### config.mk
export PLATFORM = sky130hd
export DESIGN_NAME = pmux_ift
export DESIGN_NICKNAME = d
export VERILOG_FILES = /design/src/rtl/pmux_ift.sv
export SDC_FILE = /design/constraint.sdc
export NUM_CORES = 1
export LEC_CHECK = 0
export CORE_MARGIN = 4
export CORE_UTILIZATION = 30
export CTS_CLUSTER_DIAMETER = 40
export CTS_CLUSTER_SIZE = 30
export DETAILED_ROUTE_END_ITERATION = 12
export GPL_ROUTABILITY_DRIVEN = 0
export PLACE_DENSITY = 0.91
export SKIP_LAST_GASP = 1
export SLEW_MARGIN = 0
export SYNTH_ARGS = -nofsm -noshare
export SYNTH_HDL_FRONTEND = slang
export SYNTH_SLANG_ARGS = --single-unit
### constraint.sdc
create_clock -name clk -period 0.8 [get_ports clk]
set_input_delay 0.12 -clock clk [delete_from_list [all_inputs] [get_ports clk]]
set_output_delay 0.12 -clock clk [all_outputs]
set_load 0.02 [all_outputs]
### src/rtl/pmux_ift.sv
// pmux_ift: taint-tracking parallel multiplexer with registered outputs.
// A one-hot select S chooses one B slice (lowest set bit wins) or A when no
// bit is set. The output taint is the selected candidate's taint, plus the
// select taint S_t whenever the select vector could influence the result.
// Build option: define PMUX_IFT_PRECISE_EN to block S_t when all candidate
// words are equal. Without the macro, S_t is always propagated.
module pmux_ift #(
    parameter int WIDTH   = 2,
    parameter int S_WIDTH = 1,
    parameter int TAINT_W = 32
) (
    input  logic                       clk,
    input  logic                       rst_n,
    input  logic [WIDTH-1:0]           A,
    input  logic [TAINT_W-1:0]         A_t,
    input  logic [WIDTH*S_WIDTH-1:0]   B,
    input  logic [TAINT_W*S_WIDTH-1:0] B_t,
    input  logic [S_WIDTH-1:0]         S,
    input  logic [TAINT_W-1:0]         S_t,
    output logic [WIDTH-1:0]           Y,
    output logic [TAINT_W-1:0]         Y_t
);

    logic [WIDTH-1:0]   sel;
    logic [TAINT_W-1:0] sel_t;
    logic               found;
    logic               infl;
    logic [WIDTH-1:0]   y_d, y_q;
    logic [TAINT_W-1:0] y_t_d, y_t_q;

    // Priority select: the lowest set S bit picks its B slice; A otherwise.
    always_comb begin
        // NOTE: combinational blocks use blocking '=' with every output given a
        // default first, so later statements see earlier results and no latch forms.
        sel   = A;
        sel_t = A_t;
        found = 1'b0;
        for (int i = 0; i < S_WIDTH; i++) begin
            if (S[i] && !found) begin
                sel   = B[i*WIDTH +: WIDTH];
                sel_t = B_t[i*TAINT_W +: TAINT_W];
                found = 1'b1;
            end
        end
    end

`ifdef PMUX_IFT_PRECISE_EN
    // Precise influence: S matters only if some candidate differs from the pick.
    always_comb begin
        infl = (A != sel);
        for (int i = 0; i < S_WIDTH; i++) begin
            if (B[i*WIDTH +: WIDTH] != sel) begin
                infl = 1'b1;
            end
        end
    end
`else
    // Conservative influence: the select taint always reaches the output.
    always_comb begin
        infl = 1'b1;
    end
`endif

    // Next-state: selected word, and its taint joined with the gated select taint.
    always_comb begin
        y_d   = sel;
        y_t_d = sel_t | (infl ? S_t : '0);
    end

    // Output registers, cleared asynchronously by rst_n.
    always_ff @(posedge clk or negedge rst_n) begin
        // NOTE: sequential state uses non-blocking '<=' so every flop samples
        // values from before the edge, independent of statement order.
        if (!rst_n) begin
            y_q   <= '0;
            y_t_q <= '0;
        end else begin
            y_q   <= y_d;
            y_t_q <= y_t_d;
        end
    end

    assign Y   = y_q;
    assign Y_t = y_t_q;

endmodule

# ---- After elaboration in Yosys (flattened, before gate mapping)
# Cells that the tools add are included.
dict set report op_classes {
  muxes 2
  bitwise_logic 1
}
# cell n
set op_table {}
lappend op_table {{two-way mux 32 bit} 1}
lappend op_table {{bitwise OR 32 bit} 1}
lappend op_table {{two-way mux 2 bit} 1}
dict set report totals {
  regBits 34
  out_inout_bits 34
  word_cells 5
}

# ---- Longest topological paths before layout
# Gate-level depths: netlist of the first run.
dict set report depth {
  ltp_word 2
  depth_mapped 4
  ltp_nobuf 2
}

# ---- Least setup slack after synthesis of the first run
# Ideal clock, no wire load.
dict set report synth_path {
  kind {input to register}
  start {in S}
  end {reg y_t_q[0], in the netlist Y_t[0]}
  arrival_time_ns 0.723
  t_required_ns 0.676
  path_slack_ns -0.047
  cell_stages 4
  n_path_buf 3
  path_cell_list {buf_6 > buf_6 > buf_6 > a211o_1}
}
dict set report synth_via {
  elab_chain_cells 2
}
# element line
set synth_rtl {}
lappend synth_rtl {{start, declared} 18} ;# input logic [S_WIDTH-1:0] S,
lappend synth_rtl {{two-way mux 32 bit} 39} ;# if (S[i] && !found) begin
lappend synth_rtl {{bitwise OR 32 bit} 67} ;# y_t_d = sel_t | (infl ? S_t : '0);
lappend synth_rtl {{named net y_t_d[0]} 29} ;# logic [TAINT_W-1:0] y_t_d, y_t_q;
lappend synth_rtl {{end signal, assigned} 79} ;# y_t_q <= y_t_d;
lappend synth_rtl {{end, declared} 29}
# The timed path passes the listed nets, and every way through them passes these cells.

# ---- Worst setup path after layout of the first run
dict set report layout_path {
  start {reg y_t_q[29], in the netlist Y_t[29]}
  end {out Y_t[29]}
}
# element line
set layout_rtl {}
lappend layout_rtl {{end, declared} 21} ;# output logic [TAINT_W-1:0] Y_t
# No word-level cell between the ends.

==> summary.txt, run 1 <==
Outcome
  • Result of the run: finished, violations left
  • Violations in the final reports: setup timing

Drt
  • DRT Pass-1 Iters: 2
  • Detailed Route WL: 4580 µm
  • Total number of vias: 1410
  • Detailed-route wire length per cell: 15.1 µm
  • Via density: 4.65
  • Number of DRC violations after detailed routing: 0
  • Antenna Nets Post-Route: 0
  • Starting DRT DRC Count: 19

Die
  • CORE AREA: 0.00447 mm²
  • X dimension of the die: 77.0 µm
  • Overall die area: 0.00593 mm²
  • Die Height: 77.0 µm
  • I/O pins: 137
  • Standard-cell row count: 24
  • Effective utilization at floorplan: 31.9%

Clock network
  • CTS H-tree depth: 2
  • Clock tree from TritonCTS: done
  • Buffer levels on the longest clock path: 2
  • Setup bufs post-CTS: 0
  • Clock edge transition at the registers on the reported setup and hold paths: 70 ps
  • Clock root cell: clkbuf_8
  • Number of clock sinks: 34
  • Clock buffers created by TritonCTS: 5

STA
  • Total of endpoints with negative setup slack in the final report: 34
  • Unrepaired setup endpoints after global routing: true
  • Tightest hold margin: 249 ps
  • Min Tclk post-route: 909 ps
  • Final Hold Fails: 0
  • Count of final max-slew check failures: 0
  • Least setup slack across all paths after layout: -109 ps
  • F_max: 1100 MHz
  • Tightest slew margin relative to the limit: 82.0%
  • Slew of the pin with the lowest slew margin: 271 ps
  • Final clock period utilization by the worst path: 114%

Synth
  • Ys Warns: 0
  • Cell type contributing the most total cell area after synthesis: dfrtp_1
  • Sequential cell area fraction in the yosys report: 59.5%
  • Gate Count Post-Synth: 107
  • Cell Area, Synth: 0.00143 mm²
  • Unique cell type count in the Yosys netlist: 8
  • Top area cells in the synthesized netlist: dfrtp_1 (60%), a211o_1 (20%), nor2b_1 (11%)
  • Flip-flop and latch count after synthesis: 34
  • Top-area cell type share of the netlist area: 59.5%
  • Nets in the synthesized netlist: 210
  • Synthesized area per cell: 13.4 µm²

Hold path
  • Path type of the worst min-delay path: input pin to flip-flop

Worst setup path
  • Type of element capturing the critical path: output pin
  • Cells along the critical path: buf_6
  • Crit-path max cell delay: 390 ps
  • Required time at the endpoint of the critical path: 680 ps
  • Kind of critical path: flip-flop to output pin
  • Arrival time at the worst endpoint: 790 ps
  • Critical path peak fanout: 1
  • Count of buffer and inverter cells on the critical path: 1
  • Cell family with the largest share of critical-path delay: flip-flops
  • CP max stage cell: dfrtp_1
  • Type of origin of the critical path: flip-flop

Placement
  • Count of buffers from port buffering: 136
  • DP HPWL: 3770 µm

Power and ir drop
  • Part of the power in combinational logic: 28.5%
  • Standby leakage power: 1.28 nW
  • Final total power: 0.00424 W
  • Cell Pwr Density: 1420 mW/mm²
  • Sequential share of power: 44.6%
  • Power share of the clock group: 26.9%
  • Switching fraction of total power: 23.5%
  • Internal cell power: 0.00324 W
  • Worst IR Drop VDD: 893 µV
  • P_sw: 0.000997 W

Final layout
  • Area of the multi-input gates: 513 µm²
  • Fill cell instance count of the final layout: 353
  • Share of layout cells above drive strength 1: 19.9%
  • Antenna diode count: 0
  • Sequential cell area in the final layout: 851 µm²
  • Layout Nets: 354
  • Area growth, synth to finish: 109%

GRT
  • Largest net degree at the start of global routing: 22
  • First-pass GRT wire length: 7090 µm
  • Global-route usage over all layers: 15.1%
  • Number of antenna violations at the first check in global routing: 0
  • Via count of the first global-routing pass: 1490
  • Total overflow reported by the global router: 0

Flow run
  • Max capacitance violation total: 0
path summary, 6_finish.rpt:
path,from,slack [ps],to,cells after the start
max in group asynchronous,rst_n,170,Y_t[14]$_DFF_PN0_,3
setup / recovery,Y_t[29]$_DFF_PN0_,-110,Y_t[29],1
min in group asynchronous,rst_n,360,Y_t[6]$_DFF_PN0_,3
hold / removal,S,250,Y_t[0]$_DFF_PN0_,2
layout make-up:
| class | instances | share of cell area (%) |
|---|---|---|
| clock buffers | 7 | 2.55 |
| repair buffers | 144 | 49.6 |
| flip-flops and latches | 34 | 28.5 |
| multi-input cells | 66 | 17.2 |
| well taps | 52 | 2.18 |
cells in the mapped netlist:
| cell | n |
|---|---|
| a211o_1 | 32 |
| and2b_1 | 8 |
| buf_2 | 1 |
| buf_6 | 5 |
| clkbuf_1 | 1 |
| dfrtp_1 | 34 |
| mux2_2 | 2 |
| nor2b_1 | 24 |
layer usage:
metal	up-vias	track usage, %	routed length [µm]
li1	666	-	-
met2	89	28.8	2380
met4	0	5.34	92
met1	646	14.5	1610
met5	-	0	0
met3	9	6.21	507
power by group through the flow:
stage	Clock [W]	Sequential (W)	Combinational, W
floorplan	0	0.00205	0.000224
global placement	0	0.00189	0.00117
detailed placement	0	0.00190	0.00119
CTS	0.00119	0.00189	0.00122
global route	0.00125	0.00190	0.00128
finish	0.00114	0.00189	0.00121
cell usage in the layout (no fill, tap or decap), drive strengths merged:
cell	synthesis	layout
clkbuf	1	7
clkdlybuf4s50	0	100
and2b	8	8
nor2b	24	24
dlygate4sd3	0	1
mux2	2	2
dfrtp	34	34
a211o	32	32
buf	6	43
sequential cells by signal, indices dropped and copies added, names as in the netlist:
name / cells
Y: 2
Y_t: 32
kinds of logic after synthesis:
kind of cell           share of synthesized area, %
flip-flops                                     59.5
AO/OA/AOI/OAI                                  19.6
buffers and inverters                          4.55
multiplexers                                   1.58
AND/OR/NAND/NOR                                14.7
repair_timing:
action	4_1_cts	5_1_grt
setup endpoints to repair	36	34
endpoints found under the hold margin	34	0
hold buffers	1	0
resized for setup	205	0
metrics by stage:
step	utilization, %	TNS (ps)	cell area (µm²)	cells	setup WS (ps)
6_report	66.8	-3140	2990	303	-109
5_1_grt	66.8	-4220	2990	303	-147
2_1_floorplan	-	-1410	1430	107	-47.0
4_1_cts	66.8	-3630	2990	303	-127
3_5_place_dp	63.9	-15990	2860	295	-306
3_3_place_gp	63.9	-15160	2860	295	-290
Power figures use the tool's default switching activity.
==> inputs of run 2 (changes only) <==
SKIP_CTS_REPAIR_TIMING = 1   (was default)
TNS_END_PERCENT = 20   (was default)
==> summary.txt, run 2 (same netlist as run 1, synthesis figures left out) <==
Drt
  • Total number of vias: 1408 (-0.14%)
  • Starting DRT DRC Count: 27 (+8)
  • Antenna Nets Post-Route: 0 (unchanged)
  • Number of DRC violations after detailed routing: 0 (unchanged)
  • Via density: 4.62 (-0.80%)
  • Detailed-route wire length per cell: 15.5 µm (+2.6%)
  • Detailed Route WL: 4730 µm (+3.3%)
  • DRT Pass-1 Iters: 4 (+2)

Outcome
  • Violations in the final reports: setup timing
  • Result of the run: finished, violations left

STA
  • Final Hold Fails: 0 (unchanged)
  • Tightest slew margin relative to the limit: 87.2% (+5.2 points)
  • Min Tclk post-route: 923 ps (+13.8 ps)
  • Count of final max-slew check failures: 0 (unchanged)
  • Final clock period utilization by the worst path: 115% (+1.7 points)
  • Final TNS setup: -3650 ps (-507 ps)
  • Unrepaired setup endpoints after global routing: true
  • Total of endpoints with negative setup slack in the final report: 34 (unchanged)
  • Least setup slack across all paths after layout: -123 ps (-13.8 ps)
  • F_max: 1080 MHz (-1.5%)
  • Slew of the pin with the lowest slew margin: 192 ps (-78.5 ps)

Power and ir drop
  • Sequential share of power: 43.7% (-0.9 points)
  • Switching fraction of total power: 24.3% (+0.72 points)
  • Internal cell power: 0.00323 W (-0.21%)
  • Power share of the clock group: 30.0% (+3.1 points)
  • Cell Pwr Density: 1490 mW/mm² (+5.3%)
  • Standby leakage power: 1.24 nW (-2.7%)
  • Worst IR Drop VDD: 725 µV (-19%)
  • Part of the power in combinational logic: 26.3% (-2.2 points)
  • P_sw: 0.00104 W (+3.8%)

Worst setup path
  • Count of buffer and inverter cells on the critical path: 1 (unchanged)
  • Type of element capturing the critical path: output pin
  • Crit-path max cell delay: 360 ps (-30 ps)
  • Cells along the critical path: clkbuf_2
  • Required time at the endpoint of the critical path: 680 ps (about the same)
  • Type of origin of the critical path: flip-flop
  • Kind of critical path: flip-flop to output pin
  • Critical path peak fanout: 1 (unchanged)
  • Cell family with the largest share of critical-path delay: flip-flops
  • Arrival time at the worst endpoint: 800 ps (about the same)
  • CP max stage cell: dfrtp_1

Final layout
  • Highest-count cells in the layout ignoring fill and taps: clkdlybuf4s50_1 (100), dfrtp_1 (34), a211o_1 (32)
  • Layout Cells excl Fill: 305 (+0.66%)
  • Antenna diode count: 0 (unchanged)
  • Area growth, synth to finish: 100%
  • Share of layout cells above drive strength 1: 20.9% (+1.0 points)
  • Layout Nets: 355 (+0.28%)
  • Flip-flop count of the largest register, all copies and words added: 32 (unchanged)
  • Fill cell instance count of the final layout: 364 (+3.1%)
  • Commonest non-fill, non-tap cell in the layout: clkdlybuf4s50_1

Die
  • Effective utilization at floorplan: 31.9% (unchanged)
  • I/O pins: 137 (unchanged)
  • X dimension of the die: 77.0 µm (unchanged)
  • Die Height: 77.0 µm (unchanged)
  • Overall die area: 0.00593 mm² (unchanged)
  • Standard-cell row count: 24 (unchanged)
  • CORE AREA: 0.00447 mm² (unchanged)

Hold path
  • Path type of the worst min-delay path: input pin to flip-flop

Placement
  • Cells after DPL: 296 (+0.34%)
  • Count of buffers from port buffering: 136 (unchanged)
  • DP HPWL: 3790 µm (+0.51%)

GRT
  • Number of antenna violations at the first check in global routing: 0 (unchanged)
  • Via count of the first global-routing pass: 1521 (+2.1%)
  • First-pass GRT wire length: 7050 µm (-0.49%)
  • Largest net degree at the start of global routing: 35 (+59%)
  • Global-route usage over all layers: 15.2% (+0.041 points)
  • Total overflow reported by the global router: 0 (unchanged)

Clock network
  • Number of clock sinks: 34 (unchanged)
  • Clock edge transition at the registers on the reported setup and hold paths: 70 ps (about the same)
  • Buffer levels on the longest clock path: 2 (unchanged)
  • Clock buffers created by TritonCTS: 5 (unchanged)
  • Clock root cell: clkbuf_8
  • CTS H-tree depth: 2 (unchanged)
  • Clock tree from TritonCTS: done

Flow run
  • Max capacitance violation total: 0 (unchanged)
[run 2: cell count changes in the layout (fill, tap and decap cells not counted)]
cell | previous run | this run
buf_6 | 34 | 6
clkbuf_2 | 0 | 28
buf_12 | 2 | 4
buf_4 | 6 | 4
buf_2 | 1 | 2
clkbuf_1 | 2 | 1
clkbuf_8 | 5 | 6
clkinv_2 | 0 | 1
[run 2: path summary, 6_finish.rpt]
kind	cells past startpoint	endpoint	slack, ps	startpoint
worst min-delay path	3	Y_t[0]$_DFF_PN0_	290	S
min in group asynchronous	3	Y_t[1]$_DFF_PN0_	370	rst_n
worst max-delay path	1	Y_t[17]	-120	Y_t[17]$_DFF_PN0_
max in group asynchronous	3	Y_t[23]$_DFF_PN0_	250	rst_n
[run 2: final cells by class]
class / count / area, µm² / share of cell area, %
repair buffers: 145 / 1340 / 46.8
flip-flops and latches: 34 / 851 / 29.8
well taps: 52 / 65.1 / 2.28
clock inverters: 1 / 5.00 / 0.175
multi-input cells: 66 / 513 / 17.9
clock buffers: 7 / 86.3 / 3.02
[run 2: metal layers]
layer	vias up	share of wire (%)	global-route usage [%]
li1	669	-	-
met1	647	37	14.0
met2	86	52	29.7
met3	6	10	6.32
met4	0	0.93	4.80
met5	-	0	0
[run 2: stage by stage]
stage / hold WS, ps / power (W) / util [%] / worst slack (ps) / instance area (µm²)
6_report: 287 / 0.00427 / 63.9 / -123 / 2860
5_1_grt: 301 / 0.00446 / 63.9 / -157 / 2860
4_1_cts: -210 / 0.00443 / 66.6 / -574 / 2980
3_5_place_dp: 97.2 / 0.00312 / 64.6 / -261 / 2890
3_3_place_gp: 92.0 / 0.00308 / 64.6 / -270 / 2890
2_1_floorplan: -176 / 0.00227 / - / -47.0 / 1430
[run 2: power by group through the flow]
stage / clock network [W] / registers, W / logic (W)
2_1_floorplan: 0 / 0.00205 / 0.000224
3_3_place_gp: 0 / 0.00189 / 0.00119
3_5_place_dp: 0 / 0.00190 / 0.00122
4_1_cts: 0.00134 / 0.00186 / 0.00123
5_1_grt: 0.00139 / 0.00188 / 0.00119
6_report: 0.00128 / 0.00187 / 0.00112
